**src/rtl/mem_arb_pkg.sv**
```systemverilog
// Shared types for the fetch/data memory port arbiter.
// Holds FSM state, owner encoding and counter sizing.
package mem_arb_pkg;

  typedef enum logic [1:0] {
    IDLE,
    REQ,
    RSP
  } arb_state_e;

  typedef enum logic {
    OWN_IF,
    OWN_D
  } arb_owner_e;

  function automatic int starve_cnt_w(input int limit);
    return $clog2(limit + 1);
  endfunction

endpackage

```
**src/rtl/mem_arb_select.sv**
```systemverilog
// Winner selection between fetch and data requests,
// with the saturating fetch-starvation counter.
module mem_arb_select
  import mem_arb_pkg::*;
#(
  parameter int STARVE_LIMIT = 4
) (
  input  logic clk,
  input  logic rst,
  input  logic if_req_i,
  input  logic d_req_i,
  input  logic arb_en_i,
  output logic win_d_o,
  output logic win_if_o
);

  localparam int CW = starve_cnt_w(STARVE_LIMIT);
  localparam logic [CW-1:0] LIM = CW'(STARVE_LIMIT);

  logic [CW-1:0] cnt_q;
  logic [CW-1:0] cnt_d;
  logic          starved;

  assign starved  = if_req_i && (cnt_q == LIM);
  assign win_d_o  = arb_en_i && d_req_i && !starved;
  assign win_if_o = arb_en_i && if_req_i && !win_d_o;

  // Only data wins against a waiting fetch accumulate.
  always_comb begin
    cnt_d = cnt_q;
    if (arb_en_i) begin
      if (win_d_o && if_req_i) begin
        cnt_d = (cnt_q == LIM) ? cnt_q : cnt_q + 1'b1;
      end else begin
        cnt_d = '0;
      end
    end
  end

  always_ff @(posedge clk or posedge rst) begin
    if (rst) begin
      cnt_q <= '0;
    end else begin
      cnt_q <= cnt_d;
    end
  end

endmodule

```
**src/rtl/mem_port_arbiter.sv**
```systemverilog
// Shares one memory port between fetch and data/LSU,
// one outstanding access, responses routed to the issuer.
module mem_port_arbiter
  import mem_arb_pkg::*;
#(
  parameter int DWIDTH       = 32,
  parameter int AWIDTH       = 32,
  parameter int STARVE_LIMIT = 4
) (
  input  logic                clk,
  input  logic                rst,
  input  logic                if_req_i,
  input  logic [AWIDTH-1:0]   if_addr_i,
  output logic                if_gnt_o,
  output logic                if_rvalid_o,
  output logic [DWIDTH-1:0]   if_rdata_o,
  input  logic                d_req_i,
  input  logic                d_we_i,
  input  logic [AWIDTH-1:0]   d_addr_i,
  input  logic [DWIDTH-1:0]   d_wdata_i,
  input  logic [DWIDTH/8-1:0] d_be_i,
  output logic                d_gnt_o,
  output logic                d_rvalid_o,
  output logic [DWIDTH-1:0]   d_rdata_o,
  output logic                mem_req_o,
  output logic                mem_we_o,
  output logic [AWIDTH-1:0]   mem_addr_o,
  output logic [DWIDTH-1:0]   mem_wdata_o,
  output logic [DWIDTH/8-1:0] mem_be_o,
  input  logic                mem_gnt_i,
  input  logic                mem_rvalid_i,
  input  logic [DWIDTH-1:0]   mem_rdata_i
);

  arb_state_e          state_q;
  arb_owner_e          owner_q;
  logic                req_q;
  logic                we_q;
  logic [AWIDTH-1:0]   addr_q;
  logic [DWIDTH-1:0]   wdata_q;
  logic [DWIDTH/8-1:0] be_q;

  logic arb_en;
  logic win_d;
  logic win_if;
  logic in_req;
  logic in_rsp;
  logic own_d;

  assign arb_en = (state_q == IDLE);
  assign in_req = (state_q == REQ);
  assign in_rsp = (state_q == RSP);
  assign own_d  = (owner_q == OWN_D);

  mem_arb_select #(
    .STARVE_LIMIT(STARVE_LIMIT)
  ) u_sel (
    .clk     (clk),
    .rst     (rst),
    .if_req_i(if_req_i),
    .d_req_i (d_req_i),
    .arb_en_i(arb_en),
    .win_d_o (win_d),
    .win_if_o(win_if)
  );

  // Request fields are captured once at arbitration and
  // held untouched until the memory accepts them.
  always_ff @(posedge clk or posedge rst) begin
    if (rst) begin
      state_q <= IDLE;
      owner_q <= OWN_IF;
      req_q   <= 1'b0;
      we_q    <= 1'b0;
      addr_q  <= '0;
      wdata_q <= '0;
      be_q    <= '0;
    end else begin
      unique case (state_q)
        IDLE: begin
          if (win_d) begin
            owner_q <= OWN_D;
            req_q   <= 1'b1;
            we_q    <= d_we_i;
            addr_q  <= d_addr_i;
            wdata_q <= d_wdata_i;
            be_q    <= d_be_i;
            state_q <= REQ;
          end else if (win_if) begin
            owner_q <= OWN_IF;
            req_q   <= 1'b1;
            we_q    <= 1'b0;
            addr_q  <= if_addr_i;
            wdata_q <= '0;
            be_q    <= '1;
            state_q <= REQ;
          end
        end
        REQ: begin
          if (mem_gnt_i) begin
            req_q   <= 1'b0;
            state_q <= RSP;
          end
        end
        RSP: begin
          if (mem_rvalid_i) begin
            state_q <= IDLE;
          end
        end
        default: begin
          state_q <= IDLE;
        end
      endcase
    end
  end

  assign mem_req_o   = req_q;
  assign mem_we_o    = we_q;
  assign mem_addr_o  = addr_q;
  assign mem_wdata_o = wdata_q;
  assign mem_be_o    = be_q;

  assign if_gnt_o = in_req && mem_gnt_i && !own_d;
  assign d_gnt_o  = in_req && mem_gnt_i && own_d;

  // Responses outside RSP are stray and never forwarded.
  assign if_rvalid_o = in_rsp && !own_d && mem_rvalid_i;
  assign d_rvalid_o  = in_rsp && own_d && mem_rvalid_i;
  assign if_rdata_o  = (in_rsp && !own_d) ? mem_rdata_i : '0;
  assign d_rdata_o   = (in_rsp && own_d) ? mem_rdata_i : '0;

endmodule

```
**config.mk**
```make
export PLATFORM = sky130hd
export DESIGN_NAME = mem_port_arbiter
export DESIGN_NICKNAME = d
export VERILOG_FILES = /design/src/rtl/mem_arb_pkg.sv /design/src/rtl/mem_arb_select.sv /design/src/rtl/mem_port_arbiter.sv
export SDC_FILE = /design/constraint.sdc
export NUM_CORES = 1
export LEC_CHECK = 0
export CAP_MARGIN = 0
export CORE_AREA = 4 4 126 92
export CTS_CLUSTER_SIZE = 10
export DETAILED_ROUTE_END_ITERATION = 7
export DIE_AREA = 0 0 130 96
export GPL_ROUTABILITY_DRIVEN = 0
export HOLD_SLACK_MARGIN = 0.12
export PLACE_DENSITY = 0.87
export SYNTH_ARGS = -nofsm -noshare
export SYNTH_HDL_FRONTEND = slang
export SYNTH_SLANG_ARGS = --single-unit
export TNS_END_PERCENT = 1
```
**constraint.sdc**
```tcl
create_clock -name clk -period 3.7 [get_ports clk]
set_input_delay 0.37 -clock clk [delete_from_list [all_inputs] [get_ports clk]]
set_output_delay 0.37 -clock clk [all_outputs]
set_load 0.005 [all_outputs]
```
==> impl_metrics.yaml <==
outcome:
  status: "finished, final reports clean"
hold_path:
  holdPathStages: 2
  hold_path_class: "flop to flop"
drt:
  postRouteAntennaNets: 0
  first_iter_violations: 203
  drc: 0
  via_count: 4156
  first_pass_iters: 4
  drt-wirelength-per-cell_um: 19.3
  routed_wl_um: 15000
  vias_per_cell: 5.36
clock_network:
  holdBufCountCts: 0
  cts-root-buf: "clkbuf_16"
  cts_resized: 0
  cts.path.max_buffers: 2
  postCtsSetupRepairBufs: 0
  path_clk_slew_ps: 60
  h-tree-depth: 3
  clkSinkCount: 76
  cts_tree: "yes"
  cts_buffers: 9
  insertion_delay_ps: 330
critical_path:
  critPathMaxStageDelay_ps: 520
  reg2regPathDepth: 4
  r2r_setup_slack_ps: 1310
  cp.depth: 5
  slowest_stage: "clkdlybuf4s50_1"
  cp.arrival_ps: 2080
  cp_num_buf_inv: 2
  cp_cell_sequence: "nand2b_1 > nor2_1 > buf_4 > and2_1 > clkdlybuf4s50_1"
  cp-end-kind: "output port"
  crit_family: "buffers and inverters"
  crit_path_start_kind: "flop"
  critPathMaxFanout: 33
  required_ps: 3330
  critical_path_class: "flop to output port"
job:
  max_cap_violations: 0
floorplan:
  initial_core_util_pct: 37.5
  core_um2: 10200
  dieArea_um2: 12500
  die_h_um: 96
  dieWidth_um: 130
  io_pins: 277
  placementRows: 31
power_and_ir_drop:
  p_sw_w: 0.00150
  seqPwrFrac_pct: 30.8
  internal_power_w: 0.00314
  netSwitchingFraction_pct: 32.3
  powerDensity_nw_per_um2: 662
  power.total_w: 0.00463
  power.leakage_nw: 2.90
  clkPwrFrac_pct: 22.3
  p_comb_share_pct: 46.9
  worst_ir_drop_vdd_mv: 0.344
yosys:
  synth_top_cell_area_share_pct: 49.6
  synth-edff-count: 0
  synth_seq_cells: 76
  ys_seq_area_share_pct: 49.6
  synth_cells: 381
  syn_area_um2: 3840
  yosysUniqueCellTypes: 25
  ys.flop_type: "dfrtp_1"
  postSynth.asyncResetShare_pct: 100
  synth_nets: 522
  post-synth-top-count-cell: "dfrtp_1"
  yosys_warnings: 0
  synthTopCellsByCount: "76 x dfrtp_1, 67 x and2_1, 38 x inv_1, 33 x a22o_1, 33 x o21ai_1"
  avgSynthCellArea_um2: 10.1
  yosysTopAreaCell: "dfrtp_1"
  synth_area_leaders: "dfrtp_1 50%, and2_1 11%, a22o_1 7.5%"
grt:
  grt_pass1_wl_um: 22300
  grt_pass1_vias: 4304
  antenna_found_initial: 0
  grt_usage_pct: 22.7
  grt_max_degree: 54
  grt_overflow_total: 0
cells_and_area:
  fin_nets: 780
  antennaDiodeCount: 0
  area_delta_synth_final_pct: 82.5
  drive_gt1_share_pct: 4.66
  final_cells: 776
sta:
  rsz0062_at_grt: "false"
  drv_slew: 0
  setup_viol: 0
  hold_violations: 0
  max_freq_mhz: 408
  holdWs_ps: 475
  min_period_ps: 2450
  clock_skew_ps: 9.37
  finalSetupTns_ps: 0
  tightest_slew_ps: 1330
  min_period_over_period_pct: 66.2
  slew_headroom_pct: 11.2
placed_design:
  hpwlAfterDp_um: 11200
  dp.cells: 760
  numPortBuffers: 276
## worst paths after layout
| check | from | endpoint |
|---|---|---|
| setup / recovery | state_q[0] | if_rdata_o[26] |
| hold / removal | mem_req_o | mem_req_o |
| setup reg to reg | state_q[0] | mem_wdata_o[18] |
| hold reg to reg | mem_req_o | mem_req_o |
| max in group asynchronous | rst | mem_addr_o[25] |
| min in group asynchronous | rst | mem_wdata_o[0] |
## per-layer routing
metal / up-vias / wire length (um) / part of all wire, % / GRT usage [%]
li1: 1900 / - / - / -
met1: 2001 / 5840 / 39 / 27.9
met2: 227 / 7330 / 49 / 38.0
met3: 28 / 1410 / 9.4 / 7.21
met4: 0 / 417 / 2.8 / 7.35
met5: - / 0 / 0 / 0
## worst reg2reg max path, cell delays in order, from the launching register on
cell,delay (ps)
dfrtp_1,430
nor2_4,120
buf_4,350
and3_1,1120
a22o_1,310
## metrics by stage
step / worst slack (ps) / utilization (%) / area [um^2]
after global routing: 1140 / 68.4 / 7000
final: 1250 / 68.4 / 7000
after CTS: 1250 / 68.4 / 7000
after global placement: 1160 / 65.0 / 6650
after detailed placement: 1090 / 65.0 / 6650
after floorplan: 1390 / - / 3840
## cell families (layout without fill, tap and decap cells)
kind of cell,Yosys count,after routing,share of synthesized area [%]
flops,76,76,49.6
fa+ha+maj,2,2,0.652
simple gates,86,86,13.7
buf+inv,76,339,8.48
compound gates,141,141,27.6
## flip-flops by register name, summed over array words and instances (netlist names)
name         cells
mem_we_o         1
mem_addr_o      32
u_sel.cnt_q      3
mem_req_o        1
state_q          2
mem_be_o         4
mem_wdata_o     32
own_d            1
## cell usage in the layout (no fill, tap or decap)
cell	n
o21ai_2	1
o211ai_1	32
and2_1	67
ha_1	2
inv_1	37
bufinv_16	3
o31ai_1	1
clkbuf_16	9
nand2b_1	4
clkdlybuf4s50_1	276
dfrtp_1	76
a32o_1	2
nand2_1	3
o21ai_1	33
buf_4	9
nand3b_1	1
o2111ai_1	32
inv_8	1
nand3_1	2
o22a_1	4
and3_1	1
clkinv_2	1
or2_1	1
nor2_4	1
o21ai_0	3
a22o_1	33
nor2_2	2
nor2_1	4
inv_6	3
## power groups by stage
stage | registers [W] | clock network [W] | logic [W]
2_1_floorplan | 0.00143 | 0 | 0.000905
3_3_place_gp | 0.00143 | 0 | 0.00211
3_5_place_dp | 0.00143 | 0 | 0.00218
4_1_cts | 0.00143 | 0.00105 | 0.00219
5_1_grt | 0.00147 | 0.00109 | 0.00234
6_report | 0.00143 | 0.00103 | 0.00217
## area by class of cell
type                       count  area [um^2]
timing repair buffer         285         2830
sequential                    76         1900
clock inverter                 7          128
tap                          132          165
inverter                      38          144
multi-input combinational    229         1610
clock buffer                   9          225
fill                         767         3240
(Power assumes the default switching activity.)
